--- config.mk ---
export PLATFORM = sky130hd
export DESIGN_NAME = stdp_sweep_ctrl
export DESIGN_NICKNAME = d
export VERILOG_FILES = /design/src/rtl/stdp_sweep_ctrl.sv
export SDC_FILE = /design/constraint.sdc
export NUM_CORES = 2
export LEC_CHECK = 0
export ABC_CLOCK_PERIOD_IN_PS = 4560
export BUFFER_PORTS_ARGS = -buffer_cell sky130_fd_sc_hd__buf_4
export CELL_PAD_IN_SITES_DETAIL_PLACEMENT = 0
export CELL_PAD_IN_SITES_GLOBAL_PLACEMENT = 1
export CORE_UTILIZATION = 55
export CTS_BUF_LIST = sky130_fd_sc_hd__clkbuf_4 sky130_fd_sc_hd__clkbuf_8
export DETAILED_ROUTE_END_ITERATION = 16
export GPL_ROUTABILITY_DRIVEN = 0
export GPL_TIMING_DRIVEN = 0
export PLACE_DENSITY_LB_ADDON = 0.1
export SYNTH_ARGS = -nofsm -noshare
export SYNTH_HDL_FRONTEND = slang
export SYNTH_SLANG_ARGS = --single-unit
--- constraint.sdc ---
create_clock -name clk -period 4.56 [get_ports clk]
set_input_delay 0.228 -clock clk [delete_from_list [all_inputs] [get_ports clk]]
set_output_delay 0.228 -clock clk [all_outputs]
set_load 0.05 [all_outputs]
--- src/rtl/stdp_sweep_ctrl.sv ---
// Read/write-back sweep controller for per-synapse STDP state (weight, r1, o1).
// Define STDP_DEBUG_READ_EN to add a combinational debug read port (dbg_*).
module stdp_sweep_ctrl #(
  parameter int NUM_SYN = 16,
  parameter int TRACE_WIDTH = 18,
  parameter int WEIGHT_WIDTH = 32,
  parameter logic signed [WEIGHT_WIDTH-1:0] INIT_WEIGHT = '0,
  localparam int IDX_W = $clog2(NUM_SYN)
) (
  input  logic                           clk,
  input  logic                           rst,
  input  logic                           enable,
  input  logic                           step_valid,
  output logic                           step_ready,
  input  logic [NUM_SYN-1:0]             pre_spikes,
  input  logic                           post_spike,
  output logic                           done,
  output logic                           busy,
  output logic                           core_trigger,
  output logic                           core_pre_edge,
  output logic                           core_post_edge,
  output logic signed [WEIGHT_WIDTH-1:0] core_weight_in,
  output logic signed [TRACE_WIDTH-1:0]  core_r1_in,
  output logic signed [TRACE_WIDTH-1:0]  core_o1_in,
  input  logic signed [WEIGHT_WIDTH-1:0] core_weight_out,
  input  logic signed [TRACE_WIDTH-1:0]  core_r1_out,
  input  logic signed [TRACE_WIDTH-1:0]  core_o1_out
`ifdef STDP_DEBUG_READ_EN
  ,
  input  logic [IDX_W-1:0]               dbg_addr,
  output logic signed [WEIGHT_WIDTH-1:0] dbg_weight,
  output logic signed [TRACE_WIDTH-1:0]  dbg_r1,
  output logic signed [TRACE_WIDTH-1:0]  dbg_o1
`endif
);

  typedef enum logic [1:0] {
    S_IDLE,
    S_ISSUE,
    S_COMMIT,
    S_DONE
  } state_t;

  state_t state_q, state_d;

  logic [IDX_W-1:0]               idx_q;
  logic [NUM_SYN-1:0]             pre_prev_q;
  logic                           post_prev_q;
  logic [NUM_SYN-1:0]             pre_edge_q;
  logic                           post_edge_q;
  logic signed [WEIGHT_WIDTH-1:0] hold_weight_q;
  logic signed [TRACE_WIDTH-1:0]  hold_r1_q;
  logic signed [TRACE_WIDTH-1:0]  hold_o1_q;

  logic signed [WEIGHT_WIDTH-1:0] weight_mem [NUM_SYN];
  logic signed [TRACE_WIDTH-1:0]  r1_mem     [NUM_SYN];
  logic signed [TRACE_WIDTH-1:0]  o1_mem     [NUM_SYN];

  logic accept;
  logic last_syn;

  assign accept   = step_valid && step_ready;
  assign last_syn = (idx_q == IDX_W'(NUM_SYN - 1));

  always_ff @(posedge clk) begin
    if (rst) state_q <= S_IDLE;
    else     state_q <= state_d;
  end

  always_comb begin
    state_d        = state_q;
    step_ready     = 1'b0;
    busy           = 1'b1;
    done           = 1'b0;
    core_trigger   = 1'b0;
    core_pre_edge  = 1'b0;
    core_post_edge = 1'b0;
    case (state_q)
      S_IDLE: begin
        step_ready = 1'b1;
        busy       = 1'b0;
        if (step_valid) state_d = enable ? S_ISSUE : S_DONE;
      end
      S_ISSUE: begin
        core_trigger   = 1'b1;
        core_pre_edge  = pre_edge_q[idx_q];
        core_post_edge = post_edge_q;
        state_d        = S_COMMIT;
      end
      S_COMMIT: state_d = last_syn ? S_DONE : S_ISSUE;
      S_DONE: begin
        done    = 1'b1;
        state_d = S_IDLE;
      end
      default: state_d = S_IDLE;
    endcase
  end

  // Stored state is presented continuously; the core only matters while core_trigger is high.
  assign core_weight_in = weight_mem[idx_q];
  assign core_r1_in     = r1_mem[idx_q];
  assign core_o1_in     = o1_mem[idx_q];

  always_ff @(posedge clk) begin
    if (rst) begin
      idx_q         <= '0;
      pre_prev_q    <= '0;
      post_prev_q   <= 1'b0;
      pre_edge_q    <= '0;
      post_edge_q   <= 1'b0;
      hold_weight_q <= '0;
      hold_r1_q     <= '0;
      hold_o1_q     <= '0;
      for (int i = 0; i < NUM_SYN; i++) begin
        weight_mem[i] <= INIT_WEIGHT;
        r1_mem[i]     <= '0;
        o1_mem[i]     <= '0;
      end
    end else begin
      if (accept) begin
        // History tracks the levels even when plasticity is disabled.
        pre_edge_q  <= pre_spikes & ~pre_prev_q;
        post_edge_q <= post_spike & ~post_prev_q;
        pre_prev_q  <= pre_spikes;
        post_prev_q <= post_spike;
        idx_q       <= '0;
      end
      if (state_q == S_ISSUE) begin
        hold_weight_q <= core_weight_out;
        hold_r1_q     <= core_r1_out;
        hold_o1_q     <= core_o1_out;
      end
      if (state_q == S_COMMIT) begin
        weight_mem[idx_q] <= hold_weight_q;
        r1_mem[idx_q]     <= hold_r1_q;
        o1_mem[idx_q]     <= hold_o1_q;
        if (!last_syn) idx_q <= idx_q + 1'b1;
      end
      if (state_q == S_DONE) idx_q <= '0;
    end
  end

`ifdef STDP_DEBUG_READ_EN
  assign dbg_weight = weight_mem[dbg_addr];
  assign dbg_r1     = r1_mem[dbg_addr];
  assign dbg_o1     = o1_mem[dbg_addr];
`endif

endmodule

==> out/results.ini <==
[synth]
synthFlopType=edfxtp_1
ys.warnings.count=0
synth_nets=3576
netlist_area_sq_um=52400
synthTopCellsByArea=edfxtp_1 62%, and2_1 13%, mux4_2 12%
synth_area_per_cell_sq_um=15.1
synth_commonest_cells=1,091 x and2_1, 1,088 x edfxtp_1, 274 x mux4_2, 259 x nand2_1, 219 x clkbuf_1
synth_enable_flop_cells=1088
synth_cells=3482
ys_seq_area_share_pct=66.5
ys_ff_latch=1196
synth-async-reset-ratio_pct=0
yosys.area.top_type=edfxtp_1
yosysTopAreaCellShare_pct=62.3
synth_cell_types=38
synth.most_common_cell=and2_1

[floorplanning]
die_h_microns=311
core_sq_um=93900
die_w_microns=311
io_pins=163
initial_core_util_pct=55.8
die_area_sq_um=96500
rows=112

[worst_setup_path]
arrival_ps=5110
cp_max_fo=37
required_ps=5090
rrSetupSlack_ps=-20
critPathKind=reg -> reg
end_kind=flop
critPathLaunchType=flop

[final_layout]
seq_area_sq_um=34800
final_util_pct=64.3
fin_nets=4038
multi_input_area_sq_um=16300
postLayoutCellArea_sq_um=60300
final_cells=5362
syn_to_final_growth_pct=15.1
drive_gt1_share_pct=21.7
fillers=6928

[global_route]
grt_pass1_vias=33058
grt_max_degree=47
antenna_found_initial=11
grt_overflow=0
grt_pass1_wl_microns=223000
grtUsageTotal_pct=32.5

[timing]
finalHoldViolCount=0
layout_setup_ws_ps=-18.3
period_minus_slack_ps=4580
fin_crit_sh_pct=100
fin_skew_ps=50.3
whs_ps=144
relSlewSlack_pct=18.4
drv_slew=0
rsz0062_at_grt=no
max_slew.worst_pin.slew_ps=1220
setup_viol=14
fmax_ghz=0.218

[power]
switchingPower_uw=5690
power_frac_comb_pct=8.3
p_sw_share_pct=24.2
intPower_uw=17800
leakage_uw=0.0220
peakVddDrop_uv=292
seqPwrFrac_pct=53.2
p_per_area_nw_per_um2=389
clockPowerShare_pct=38.5

[routing]
vias=32496
drtAntennaViolNets=0
wl_microns=156000
first_iter_violations=3965
wl_per_cell_microns=29.1
drc=0
dr.pass1.iters=7
via_per_inst=6.06

[run_status]
violations=setup timing
status=finished with violations

[clocking]
clk_path_buf_depth=3
tritoncts=built
h-tree-depth=4
numCtsBuffers=190
clk_pin_slew_ps=70
cts.sinks=1196
cts-root-buf=clkbuf_8
clkLatencyLatePin_ps=890

[place]
numPortBuffers=162
hpwl_microns=99600
place_area_sq_um=55700
placed_cells=4914

[hold_path]
hp-class=in -> reg

[job]
drv_cap=0

timing repair:
item | 4_1_cts | 5_1_grt
setup buffers | 0 | 0
hold buffers | 92 | 0
setup endpoints to repair | 45 | 0
hold endpoints to repair | 108 | 0
resized for setup | 2 | 0
path summary, 6_finish.rpt:
kind                             end  cells after the start           start
hold reg to reg       pre_edge_q[15]                      2  pre_edge_q[15]
setup reg to reg  weight_mem[10][12]                     10        idx_q[0]
hold / removal          hold_o1_q[0]                      4  core_o1_out[0]
setup / recovery  weight_mem[10][12]                     10        idx_q[0]
flip-flops by register name, indices dropped and copies added, names as in the netlist:
| name | cells |
|---|---|
| weight_mem | 512 |
| o1_mem | 288 |
| r1_mem | 288 |
| hold_weight_q | 32 |
| hold_o1_q | 18 |
| hold_r1_q | 18 |
| pre_edge_q | 16 |
| pre_prev_q | 16 |
| idx_q | 4 |
| state_q | 2 |
| post_edge_q | 1 |
| post_prev_q | 1 |
critical path, stage by stage, from the launching register on:
cell and delay, ps:
dfxtp_1 340, buf_2 300, buf_2 360, buf_2 290, inv_1 230, ha_1 200, nand2_2 110, nor2_2 740
buf_2 480, or2_4 750, buf_16 350
power groups by stage:
stage	Combinational (uW)	Sequential, uW	Clock [uW]
6_report	1940	12500	9050
4_1_cts	1940	12500	9060
3_5_place_dp	1880	12700	0
5_1_grt	2030	12500	9530
3_3_place_gp	1800	12700	0
2_1_floorplan	1130	12600	0
per-layer routing:
layer  up-vias  global-route usage (%)  wire length [microns]
met3       346                    7.72                  16300
met4         4                    13.0                   6150
met2      1896                    52.3                  74600
li1      13660                       -                      -
met5         -                       0                     23
met1     16590                    42.8                  58900
cells by family after synthesis:
family,Yosys count,share of synthesized area (%)
AND/OR/NAND/NOR,1433,16.0
flip-flops,1196,66.5
buffers and inverters,317,2.48
multiplexers,280,11.9
AO/OA/AOI/OAI,250,3.07
adder cells (fa/ha/maj),5,0.119
XOR/XNOR,1,0.0167
through the flow:
step	setup WS (ps)	setup TNS (ps)	total power, uW
floorplan	1680	0	13800
finish	-18.3	-128	23500
global route	8.40	0	24100
detailed placement	261	0	14600
global placement	-588	-354760	14500
CTS	93.8	0	23500
layout make-up:
| class | count | area share [%] |
|---|---|---|
| multi-input combinational | 1969 | 27.1 |
| inverter | 4 | 0.0249 |
| clock buffer | 290 | 5.72 |
| timing repair buffer | 270 | 4.25 |
| buffer | 313 | 2.14 |
| sequential | 1196 | 57.7 |
| clock inverter | 62 | 0.460 |
| antenna | 4 | 0.0166 |
| tap | 1254 | 2.60 |
placed cells by master (no fill, tap or decap), types with 6 or more instances in the layout:
master / Yosys / final
a21oi_1: 107 / 107
a22oi_1: 137 / 137
and2_1: 1091 / 1091
buf_1: 12 / 12
buf_16: 0 / 14
buf_2: 75 / 75
buf_4: 4 / 166
clkbuf_1: 219 / 217
clkbuf_4: 0 / 86
clkbuf_8: 0 / 204
clkinv_1: 0 / 38
clkinv_2: 0 / 18
clkinvlp_4: 0 / 6
dfxtp_1: 108 / 108
dlygate4sd3_1: 0 / 92
edfxtp_1: 1088 / 1088
mux4_2: 274 / 274
nand2_1: 259 / 259
nand3b_1: 17 / 17
nor2_1: 9 / 8
nor2_2: 11 / 12
or2_4: 0 / 16
No activity file was read; power rests on OpenSTA's default activity.
